[src/rtl/pager612_ctrl_pkg.sv]
// Shared types and sizes for the 74LS612-style pager sequencer/arbiter.
package pager612_ctrl_pkg;

  localparam int NUM_PAGE_REGS = 16;
  localparam int PAGE_IDX_W    = 4;

  typedef enum logic [1:0] {
    ST_INIT   = 2'd0,
    ST_IDLE   = 2'd1,
    ST_ACCESS = 2'd2,
    ST_DONE   = 2'd3
  } state_t;

  typedef enum logic {
    GNT_CPU  = 1'b0,
    GNT_HOST = 1'b1
  } gnt_t;

endpackage

[src/rtl/pager612_ctrl_if.sv]
// Register-access request port; one instance each for the CPU decoder and the host/loader.
interface pager612_ctrl_if
  import pager612_ctrl_pkg::*;
#(
  parameter int DATA_W = 12
);
  logic                  req;
  logic                  we;
  logic [PAGE_IDX_W-1:0] idx;
  logic [DATA_W-1:0]     wdata;
  logic                  ack;
  logic [DATA_W-1:0]     rdata;

  modport master (output req, we, idx, wdata, input ack, rdata);
  modport slave  (input req, we, idx, wdata, output ack, rdata);
endinterface

[src/rtl/pager612_ctrl_arb.sv]
// Two-way round-robin arbiter: a tie goes to the requester that did not win last time.
module pager612_ctrl_arb
  import pager612_ctrl_pkg::*;
(
  input  logic clk,
  input  logic reset,
  input  logic req_cpu_i,
  input  logic req_host_i,
  input  logic take_i,
  output logic gnt_valid_o,
  output gnt_t gnt_sel_o
);
  gnt_t last_q;

  // NOTE: every output of a combinational block gets a default first so no latch is inferred.
  always_comb begin
    gnt_valid_o = req_cpu_i | req_host_i;
    gnt_sel_o   = GNT_CPU;
    if (req_cpu_i && req_host_i) begin
      gnt_sel_o = (last_q == GNT_HOST) ? GNT_CPU : GNT_HOST;
    end else if (req_host_i) begin
      gnt_sel_o = GNT_HOST;
    end
  end

  // NOTE: state registers use non-blocking assignments so every flop samples pre-edge values.
  always_ff @(posedge clk) begin
    if (reset) begin
      last_q <= GNT_HOST;
    end else if (take_i && gnt_valid_o) begin
      last_q <= gnt_sel_o;
    end
  end
endmodule

[src/rtl/pager612_ctrl.sv]
// Pager sequencer: loads default page mappings after reset, then arbitrates CPU/host register access.
module pager612_ctrl
  import pager612_ctrl_pkg::*;
#(
  parameter int                DATA_W    = 12,
  parameter logic [DATA_W-1:0] INIT_BASE = '0
) (
  input  logic                  clk,
  input  logic                  reset,
  pager612_ctrl_if.slave        cpu_bus,
  pager612_ctrl_if.slave        host_bus,
  input  logic                  map_cfg_i,
  input  logic                  reinit_i,
  output logic                  busy_o,
  output logic                  pg_access_regs_o,
  output logic                  pg_write_enable_o,
  output logic                  pg_reg_read_o,
  output logic [PAGE_IDX_W-1:0] pg_abus_low_o,
  output logic [DATA_W-1:0]     pg_dbus_in_o,
  input  logic [DATA_W-1:0]     pg_dbus_out_i,
  output logic                  pg_mapen_o,
  output logic                  xlat_valid_o
);
  state_t                state_q, state_d;
  logic [PAGE_IDX_W-1:0] cnt_q, cnt_d, idx_q, idx_d;
  logic [DATA_W-1:0]     wdata_q, wdata_d, rdata_q, rdata_d;
  logic                  we_q, we_d, pending_q, pending_d, started_q, mapen_q;
  gnt_t                  gnt_q, gnt_d, gnt_sel;
  logic                  gnt_valid, take;

  pager612_ctrl_arb u_arb (
    .clk         (clk),
    .reset       (reset),
    .req_cpu_i   (cpu_bus.req),
    .req_host_i  (host_bus.req),
    .take_i      (take),
    .gnt_valid_o (gnt_valid),
    .gnt_sel_o   (gnt_sel)
  );

  always_comb begin
    state_d   = state_q;
    cnt_d     = cnt_q;
    pending_d = pending_q;
    we_d      = we_q;
    idx_d     = idx_q;
    wdata_d   = wdata_q;
    gnt_d     = gnt_q;
    rdata_d   = rdata_q;
    take      = 1'b0;
    case (state_q)
      ST_INIT: begin
        // The counter holds for the first cycle out of reset so index 0 is written after release.
        if (reinit_i) begin
          cnt_d = '0;
        end else if (started_q) begin
          cnt_d = cnt_q + PAGE_IDX_W'(1);
          if (cnt_q == '1) state_d = ST_IDLE;
        end
      end
      ST_IDLE: begin
        if (reinit_i || pending_q) begin
          state_d   = ST_INIT;
          cnt_d     = '0;
          pending_d = 1'b0;
        end else if (gnt_valid) begin
          take    = 1'b1;
          gnt_d   = gnt_sel;
          state_d = ST_ACCESS;
          if (gnt_sel == GNT_CPU) begin
            we_d    = cpu_bus.we;
            idx_d   = cpu_bus.idx;
            wdata_d = cpu_bus.wdata;
          end else begin
            we_d    = host_bus.we;
            idx_d   = host_bus.idx;
            wdata_d = host_bus.wdata;
          end
        end
      end
      ST_ACCESS: begin
        if (reinit_i) pending_d = 1'b1;
        if (!we_q) rdata_d = pg_dbus_out_i;
        state_d = ST_DONE;
      end
      default: begin
        if (reinit_i) pending_d = 1'b1;
        state_d = ST_IDLE;
      end
    endcase
  end

  always_ff @(posedge clk) begin
    if (reset) begin
      state_q   <= ST_INIT;
      cnt_q     <= '0;
      started_q <= 1'b0;
      pending_q <= 1'b0;
      we_q      <= 1'b0;
      idx_q     <= '0;
      wdata_q   <= '0;
      gnt_q     <= GNT_CPU;
      rdata_q   <= '0;
      mapen_q   <= 1'b0;
    end else begin
      state_q   <= state_d;
      cnt_q     <= cnt_d;
      started_q <= 1'b1;
      pending_q <= pending_d;
      we_q      <= we_d;
      idx_q     <= idx_d;
      wdata_q   <= wdata_d;
      gnt_q     <= gnt_d;
      rdata_q   <= rdata_d;
      mapen_q   <= map_cfg_i && (state_d != ST_INIT);
    end
  end

  // Pager strobes decode only registered state, so requests never reach the pager combinationally.
  always_comb begin
    pg_access_regs_o  = 1'b0;
    pg_write_enable_o = 1'b0;
    pg_reg_read_o     = 1'b0;
    pg_abus_low_o     = '0;
    pg_dbus_in_o      = '0;
    if (state_q == ST_INIT && started_q) begin
      pg_access_regs_o  = 1'b1;
      pg_write_enable_o = 1'b1;
      pg_abus_low_o     = cnt_q;
      pg_dbus_in_o      = INIT_BASE + DATA_W'(cnt_q);
    end else if (state_q == ST_ACCESS) begin
      pg_access_regs_o  = 1'b1;
      pg_abus_low_o     = idx_q;
      pg_write_enable_o = we_q;
      pg_reg_read_o     = !we_q;
      pg_dbus_in_o      = we_q ? wdata_q : '0;
    end
  end

  assign busy_o         = (state_q != ST_IDLE);
  assign xlat_valid_o   = !pg_access_regs_o;
  assign pg_mapen_o     = mapen_q;
  assign cpu_bus.ack    = (state_q == ST_DONE) && (gnt_q == GNT_CPU);
  assign host_bus.ack   = (state_q == ST_DONE) && (gnt_q == GNT_HOST);
  assign cpu_bus.rdata  = rdata_q;
  assign host_bus.rdata = rdata_q;
endmodule

[src/flat_wrapper.sv]
// flat-port wrapper written by rule: the top's interface ports become plain ports
module pager612_ctrl_flat import pager612_ctrl_pkg::*;
#(
  parameter int                DATA_W    = 12,
  parameter logic [DATA_W-1:0] INIT_BASE = '0
)
  (clk, reset, map_cfg_i, reinit_i, busy_o, pg_access_regs_o, pg_write_enable_o, pg_reg_read_o, pg_abus_low_o, pg_dbus_in_o, pg_dbus_out_i, pg_mapen_o, xlat_valid_o, cpu_bus_req, cpu_bus_we, cpu_bus_idx, cpu_bus_wdata, cpu_bus_ack, cpu_bus_rdata, host_bus_req, host_bus_we, host_bus_idx, host_bus_wdata, host_bus_ack, host_bus_rdata);
  pager612_ctrl_if #(.DATA_W(DATA_W)) cpu_bus_i ();
  pager612_ctrl_if #(.DATA_W(DATA_W)) host_bus_i ();
  input  logic clk;
  input  logic reset;
  input  logic map_cfg_i;
  input  logic reinit_i;
  output logic busy_o;
  output logic pg_access_regs_o;
  output logic pg_write_enable_o;
  output logic pg_reg_read_o;
  output logic [PAGE_IDX_W-1:0] pg_abus_low_o;
  output logic [DATA_W-1:0] pg_dbus_in_o;
  input  logic [DATA_W-1:0] pg_dbus_out_i;
  output logic pg_mapen_o;
  output logic xlat_valid_o;
  input wire logic [$bits(cpu_bus_i.req)-1:0] cpu_bus_req;
  input wire logic [$bits(cpu_bus_i.we)-1:0] cpu_bus_we;
  input wire logic [$bits(cpu_bus_i.idx)-1:0] cpu_bus_idx;
  input wire logic [$bits(cpu_bus_i.wdata)-1:0] cpu_bus_wdata;
  output wire logic [$bits(cpu_bus_i.ack)-1:0] cpu_bus_ack;
  output wire logic [$bits(cpu_bus_i.rdata)-1:0] cpu_bus_rdata;
  input wire logic [$bits(host_bus_i.req)-1:0] host_bus_req;
  input wire logic [$bits(host_bus_i.we)-1:0] host_bus_we;
  input wire logic [$bits(host_bus_i.idx)-1:0] host_bus_idx;
  input wire logic [$bits(host_bus_i.wdata)-1:0] host_bus_wdata;
  output wire logic [$bits(host_bus_i.ack)-1:0] host_bus_ack;
  output wire logic [$bits(host_bus_i.rdata)-1:0] host_bus_rdata;
  assign cpu_bus_i.req = cpu_bus_req;
  assign cpu_bus_i.we = cpu_bus_we;
  assign cpu_bus_i.idx = cpu_bus_idx;
  assign cpu_bus_i.wdata = cpu_bus_wdata;
  assign cpu_bus_ack = cpu_bus_i.ack;
  assign cpu_bus_rdata = cpu_bus_i.rdata;
  assign host_bus_i.req = host_bus_req;
  assign host_bus_i.we = host_bus_we;
  assign host_bus_i.idx = host_bus_idx;
  assign host_bus_i.wdata = host_bus_wdata;
  assign host_bus_ack = host_bus_i.ack;
  assign host_bus_rdata = host_bus_i.rdata;
  pager612_ctrl #(.DATA_W(DATA_W), .INIT_BASE(INIT_BASE)) u_core (.clk(clk), .reset(reset), .cpu_bus(cpu_bus_i), .host_bus(host_bus_i), .map_cfg_i(map_cfg_i), .reinit_i(reinit_i), .busy_o(busy_o), .pg_access_regs_o(pg_access_regs_o), .pg_write_enable_o(pg_write_enable_o), .pg_reg_read_o(pg_reg_read_o), .pg_abus_low_o(pg_abus_low_o), .pg_dbus_in_o(pg_dbus_in_o), .pg_dbus_out_i(pg_dbus_out_i), .pg_mapen_o(pg_mapen_o), .xlat_valid_o(xlat_valid_o));
endmodule
[config.mk]
export PLATFORM = sky130hd
export DESIGN_NAME = pager612_ctrl_flat
export DESIGN_NICKNAME = d
export VERILOG_FILES = /design/src/rtl/pager612_ctrl_pkg.sv /design/src/rtl/pager612_ctrl_if.sv /design/src/rtl/pager612_ctrl_arb.sv /design/src/rtl/pager612_ctrl.sv /design/src/flat_wrapper.sv
export SDC_FILE = /design/constraint.sdc
export NUM_CORES = 1
export LEC_CHECK = 0
export CAP_MARGIN = 20
export CORE_MARGIN = 2
export CORE_UTILIZATION = 44
export CTS_CLUSTER_SIZE = 10
export DETAILED_ROUTE_END_ITERATION = 6
export PLACE_DENSITY = 0.91
export SLEW_MARGIN = 20
export SYNTH_ARGS = -nofsm -noshare
export SYNTH_HDL_FRONTEND = slang
export SYNTH_SLANG_ARGS = --single-unit
[constraint.sdc]
create_clock -name clk -period 2.1 [get_ports clk]
set_input_delay 0.42 -clock clk [delete_from_list [all_inputs] [get_ports clk]]
set_output_delay 0.42 -clock clk [all_outputs]
set_load 0.02 [all_outputs]
==> impl_metrics.yaml, run 1 <==
outcome:
  status: "completed"
placed_design:
  buffer_ports.inserted: 99
  hpwl_mm: 4.54
  place_inst: 381
  dp_slack_ps: -56.1
  gpl.final_weighted_congestion: 0.839
worst_setup_path:
  critical-path-max-stage-delay_ps: 350
  timing.critical_path.slowest_stage_cell: "dfxtp_1"
  crit_chain: "nor3b_1 > buf_4 > a22o_1 > dlygate4sd2_1"
  crit_type: "register to output pin"
  type_of_origin_of_the_critical_path: "register"
  required_ps: 1680
  worstSetupEndpointType: "output pin"
  cp_data_arrival_time_ps: 1590
  crit_path_max_fanout: 5
synth:
  seq_area_frac_synth_pct: 38.8
  synth_area_leader_cell: "dfxtp_1"
  synth.top_cells.by_area: "dfxtp_1 (39%), o32ai_1 (7.2%), a221oi_2 (6.5%), nand2_1 (5.8%), a21oi_1 (5.3%)"
  yosysTopAreaCellShare_pct: 38.8
  postSynthRegisterBits: 40
  netlist_area_um2: 2060
  synth_area_per_cell_um2: 8.53
  syn-num-nets: 295
  netlist-cell-type-count: 38
  synth_warnings: 0
  post_synth_inst_count: 242
pwr:
  worst_ir_drop_vdd_uv: 289
  power.density_nw_per_um2: 474
  total_power_mw: 1.50
  power_leakage_nw: 1.15
sta:
  final_critical_path_setup_slack_ps: 89.3
  clock_skew_ps: 2.46
  setup_total_negative_slack_ps: 0
  finalWorstPathRequiredPeriod_ps: 2010
  timing.final.max_slew_violations: 0
  tightest_slew_ps: 1000
  min_period_over_period_pct: 95.7
  grt_setup_unrepaired: "false"
  hold_viol: 0
  slew-limit-headroom_pct: 33.2
  max_clock_freq_mhz: 497
  timing.hold.ws_ps: 468
  setup_viols_final: 0
finish:
  drive_above_1_share_pct: 12.2
  area.growth.synth_to_final_pct: 53.2
  most-common-layout-cells: "clkdlybuf4s50_1 (76), dfxtp_1 (40), nand2_1 (32), a21oi_1 (22), inv_1 (21)"
  stdcell_count: 389
  final_nets: 389
  layout.cells.most_common: "clkdlybuf4s50_1"
  antenna_cells_inserted: 0
floorplan:
  num_rows: 24
  initial_standard_cell_utilization_of_the_core_pct: 46.5
  die_area_um2: 5260
  floorplan.core_area_um2: 4440
  floorplan.io_pins: 100
  die_height_um: 72.5
  floorplan.die.width_um: 72.5
detailed_routing:
  ant_nets: 0
  final_wirelength_mm: 6.09
  viasPerCell: 5.63
  met2RoutedLength_mm: 3.07
  m1WireLength_mm: 2.48
  drtIter0Drc: 103
  detail_route.drc_violations: 0
  num_vias: 2191
  met3_wl_post_dr_um: 406
  drt_first_pass_iters: 5
  routed.top_layer: "met4"
  routedWlPerCell_um: 15.6
min_path:
  worstHoldPathType: "register to register"
cts:
  post-cts-setup-buffers: 0
  cts.path.max_buffers: 2
  ctsRootBufferMaster: "clkbuf_8"
  cts_hold_buffers: 0
  tritoncts.num_buffers: 5
  cts_resizes: 22
  clock_latency_at_the_later_pin_of_the_worst_skew_pair_ps: 290
  tritoncts: "done"
  number_of_h_tree_branching_levels: 2
  clkTransAtPathRegs_ps: 70
  cts.sink_count: 40
job:
  max_cap_viol_count: 0
global_routing:
  grtUsageTotal_pct: 23.6
  grt_start_max_net_pins: 22
  first_pass_grt_wire_length_mm: 9.74
  grt_residual_overflow: 0
  antenna_violations_before_repair: 0
  first_global_vias: 2105
## critical path: cells and delay by family (launching register included)
family,cells,cell delay [ps]
AOI/OAI and AO/OA,1,140
and+or+nand+nor,1,270
DFF,1,350
buffers and inverters,2,540
## synthesized netlist by cell type
library cell  count
o21ai_0           1
or3b_1            1
buf_4            14
mux2i_1           3
buf_6             1
nand3b_1          3
a21oi_1          22
buf_2             6
inv_2             1
nor2b_1           2
o211ai_1          6
inv_1            21
clkinv_1          2
o31ai_1           1
a221oi_2          9
nor4b_4           1
clkbuf_1         12
dfxtp_1          40
a21bo_2           1
nor3_1            8
ha_1              1
nand2_1          32
a22oi_1           1
nand3_1           3
o21ai_2           1
and3_1            1
nand2b_1          4
o32ai_1          17
a22o_1            3
a31oi_1           1
o22ai_1           1
a221oi_1          8
a32o_1            1
nor2_1            8
nand4_1           1
a211oi_1          1
nor3b_1           2
a221o_1           1
## power breakdown
| part | switching [mW] | internal (mW) |
|---|---|---|
| Clock | 0.265 | 0.268 |
| Sequential | 0.00323 | 0.761 |
| Combinational | 0.0783 | 0.123 |
| Total | 0.347 | 1.15 |
## worst paths after layout
kind | from | end | slack (ps) | cells after the start
worst min register to register | u_core.cpu_bus.rdata[3]$_SDFFE_PP0P_ | u_core.cpu_bus.rdata[3]$_SDFFE_PP0P_ | 470 | 2
worst min-delay path | u_core.cpu_bus.rdata[3]$_SDFFE_PP0P_ | u_core.cpu_bus.rdata[3]$_SDFFE_PP0P_ | 470 | 2
worst max-delay path | u_core.state_q[1]$_SDFF_PP0_ | pg_dbus_in_o[0] | 90 | 4
worst max register to register | u_core.state_q[1]$_SDFF_PP0_ | u_core.idx_q[0]$_SDFFE_PP0P_ | 370 | 4
## cells by family after synthesis
kind of cell,synth area share [%]
DFF,38.8
muxes,1.45
AOI/OAI and AO/OA,29.8
buffers and inverters,13.6
adders and majority gates,0.606
and+or+nand+nor,15.8
## cell type report
class / instances / area (um^2)
fill: 344 / 1280
sequential: 40 / 801
inverter: 24 / 90.1
clock buffer: 8 / 90.1
tap: 52 / 65.1
timing repair buffer: 120 / 1130
multi-input combinational: 145 / 985
## flip-flops by register name, summed over array words and instances (netlist names)
register	count
u_core.we_q	1
u_core.started_q	1
u_core.cnt_q	4
u_core.pending_q	1
u_core.wdata_q	12
u_core.state_q	2
u_core.pg_mapen_o	1
u_core.idx_q	4
u_core.cpu_bus.rdata	12
u_core.gnt_q	1
u_core.u_arb.last_q	1
## per-layer routing
layer	global-route usage [%]	vias to the layer above
li1	-	1050
met5	0	-
met2	40.1	97
met3	6.11	14
met4	10.7	0
met1	27.9	1030
## metrics by stage
stage | utilization, % | instance area, um^2
2_1_floorplan | - | 2060
3_3_place_gp | 69.5 | 3090
3_5_place_dp | 69.5 | 3090
4_1_cts | 71.0 | 3150
5_1_grt | 71.1 | 3160
6_report | 71.1 | 3160
Note: power is estimated with default switching activity, not from simulation.
==> run 2: changes to the inputs <==
--- a/config.mk
+++ b/config.mk
@@ -5,12 +5,13 @@
 export SDC_FILE = /design/constraint.sdc
 export NUM_CORES = 1
 export LEC_CHECK = 0
+export ABC_AREA = 1
 export CAP_MARGIN = 20
 export CORE_MARGIN = 2
-export CORE_UTILIZATION = 44
+export CORE_UTILIZATION = 43
 export CTS_CLUSTER_SIZE = 10
 export DETAILED_ROUTE_END_ITERATION = 6
-export PLACE_DENSITY = 0.91
+export PLACE_DENSITY = 0.9
 export SLEW_MARGIN = 20
 export SYNTH_ARGS = -nofsm -noshare
 export SYNTH_HDL_FRONTEND = slang
==> run 2 against run 1 <==
Combinational power fell by 3%. Highest routed layer unchanged. Flip-flop and latch count did not move. Global-route usage shrank 0.97 points. Die area rose by 0.37%. Critical path depth is 2 higher. Design area is 4.1% lower.
==> impl_metrics.yaml, run 2 <==
outcome:
  status: "completed"
worst_setup_path:
  crit_chain: "inv_2 > nor2_4 > buf_4 > nand3_1 > nand2_1 > clkdlybuf4s15_1"
  worstSetupEndpointType: "output pin"
  crit_type: "register to output pin"
  critPathBufInv: 3
  worst_setup_path_startpoint: "u_core.state_q[1]$_SDFF_PP0_"
  crit_path_max_fanout: 9
  critical-path-max-stage-delay_ps: 380
  timing.rr.end: "u_core.wdata_q[3]$_SDFFE_PP0P_"
  cp_data_arrival_time_ps: 1600
  rr_worst_depth: 6
  worst-r2r-setup-slack_ps: 700
  required_ps: 1680
  timing.critical_path.slowest_stage_cell: "dfxtp_2"
  critical_path.top_delay_family: "buffers and inverters"
  type_of_origin_of_the_critical_path: "register"
  r2r_start: "u_core.state_q[0]$_SDFF_PP0_"
detailed_routing:
  routedWlPerCell_um: 12.2
  final_wirelength_mm: 5.64
  drt_first_pass_iters: 4
  ant_nets: 0
  drtIter0Drc: 55
  num_vias: 2258
  viasPerCell: 4.87
  detail_route.drc_violations: 0
sta:
  hold_viol: 0
  max_clock_freq_mhz: 495
  grt_setup_unrepaired: "false"
  slew-limit-headroom_pct: 60.6
  clock_skew_ps: 7.30
  setup_viols_final: 0
  timing.final.max_slew_violations: 0
  timing.hold.ws_ps: 477
  min_period_over_period_pct: 96.2
  finalWorstPathRequiredPeriod_ps: 2020
  tightest_slew_ps: 591
pwr:
  total_power_mw: 1.48
  power.density_nw_per_um2: 488
  power_leakage_nw: 1.36
  worst_ir_drop_vdd_uv: 279
synth:
  synth_area_leader_cell: "dfxtp_1"
  postSynthRegisterBits: 40
  post-synth-top-count-cell: "nand2_1"
  syn-num-nets: 373
  post_synth_inst_count: 320
  yosysTopAreaCellShare_pct: 39.5
  synth.top_cells.by_area: "dfxtp_1 (40%), nand2_1 (22%), nor2_1 (10%), o21ai_0 (6.2%), buf_4 (4.8%)"
  ys_top_cells_by_count: "nand2_1 (120), nor2_1 (54), dfxtp_1 (40)"
  synth_area_per_cell_um2: 6.33
  netlist_area_um2: 2030
  postSynth.asyncResetShare_pct: 0
  postSynth.topFlopCell: "dfxtp_1"
  seq_area_frac_synth_pct: 39.5
  synth-edff-count: 0
  synth_warnings: 0
  netlist-cell-type-count: 20
cts:
  tritoncts.num_buffers: 5
  clkTransAtPathRegs_ps: 70
  ctsRootBufferMaster: "clkbuf_8"
  clock_latency_at_the_later_pin_of_the_worst_skew_pair_ps: 290
  cts.sink_count: 40
  cts.path.max_buffers: 2
  number_of_h_tree_branching_levels: 2
  tritoncts: "done"
global_routing:
  grt_residual_overflow: 0
  grt_start_max_net_pins: 23
  first_pass_grt_wire_length_mm: 9.48
  antenna_violations_before_repair: 0
  grtUsageTotal_pct: 22.6
  first_global_vias: 2167
min_path:
  worstHoldEndpoint: "u_core.cpu_bus.rdata[5]$_SDFFE_PP0P_"
  worst_hold_path.num_cells: 2
  worstHoldPathType: "register to register"
  hold_start: "u_core.cpu_bus.rdata[5]$_SDFFE_PP0P_"
placed_design:
  place_inst: 454
  gpl.final_weighted_congestion: 0.900
  hpwl_mm: 4.27
  buffer_ports.inserted: 99
finish:
  antenna_cells_inserted: 0
  layout.cells.most_common: "nand2_1"
  area.growth.synth_to_final_pct: 49.7
  final_core_utilization_pct: 68.2
  most-common-layout-cells: "nand2_1 (120), clkdlybuf4s50_1 (79), nor2_1 (54), dfxtp_1 (38), o21ai_0 (25)"
  stdcell_count: 464
  drive_above_1_share_pct: 9.22
  final_nets: 464
floorplan:
  floorplan.die.width_um: 72.6
  initial_standard_cell_utilization_of_the_core_pct: 45.6
  die_height_um: 72.6
  num_rows: 24
  die_area_um2: 5280
  floorplan.core_area_um2: 4440
  floorplan.io_pins: 100
job:
  max_cap_viol_count: 0
[run 2: worst max-delay path by stage]
stage | to | slack [ps] | cells past startpoint
6_report | pg_dbus_in_o[3] | 80 | 6
5_1_grt | pg_abus_low_o[1] | 5 | 6
4_1_cts | pg_write_enable_o | -40 | 5
3_5_place_dp | pg_write_enable_o | 80 | 5
3_3_place_gp | xlat_valid_o | 140 | 5
2_1_floorplan | pg_write_enable_o | 310 | 5
[run 2: cell families (layout without fill, tap and decap cells)]
family | after synthesis | in the layout | share of synthesized area, %
simple gates | 190 | 190 | 37.1
buf+inv | 47 | 139 | 12.2
fa+ha+maj | 1 | 1 | 0.618
compound gates | 42 | 42 | 10.6
flops | 40 | 40 | 39.5
[run 2: repair_timing]
item,CTS,global route
resized for setup,21,26
cloned,0,1
hold buffers,0,0
endpoints found under the setup margin,20,20
buffers inserted,0,1
[run 2: layout make-up]
class                           instances  area [um^2]
Timing Repair inverter                  1         7.51
Sequential cell                        40          803
Multi-Input combinational cell        233          978
Inverter                               22         87.6
Fill cell                             397         1410
Timing Repair Buffer                  108         1000
Tap cell                               52         65.1
Clock buffer                            8         90.1
[run 2: worst register-to-register path: stages (launching register included)]
cell,delay (ps)
dfxtp_2,400
inv_2,60
nor2_2,120
nand3_2,230
clkinv_2,270
o21ai_0,120
nor2_1,130
[run 2: per-layer routing]
metal	wire, um	track usage (%)
met5	0	0
met4	95	7.82
met3	387	8.15
met2	2850	40.1
met1	2300	24.8
[run 2: through the flow]
stage               setup WS, ps  cell area [um^2]  setup TNS (ps)
global route                4.83              3030               0
floorplan                    314              2030               0
detailed placement          79.0              2980               0
finish                      78.8              3030               0
global placement             142              2980               0
CTS                        -38.1              3050           -38.1
[run 2: where the power goes]
part           internal, mW  total [mW]  switching, mW
registers             0.762       0.766        0.00355
clock network         0.268       0.519          0.251
logic                 0.114       0.195         0.0812
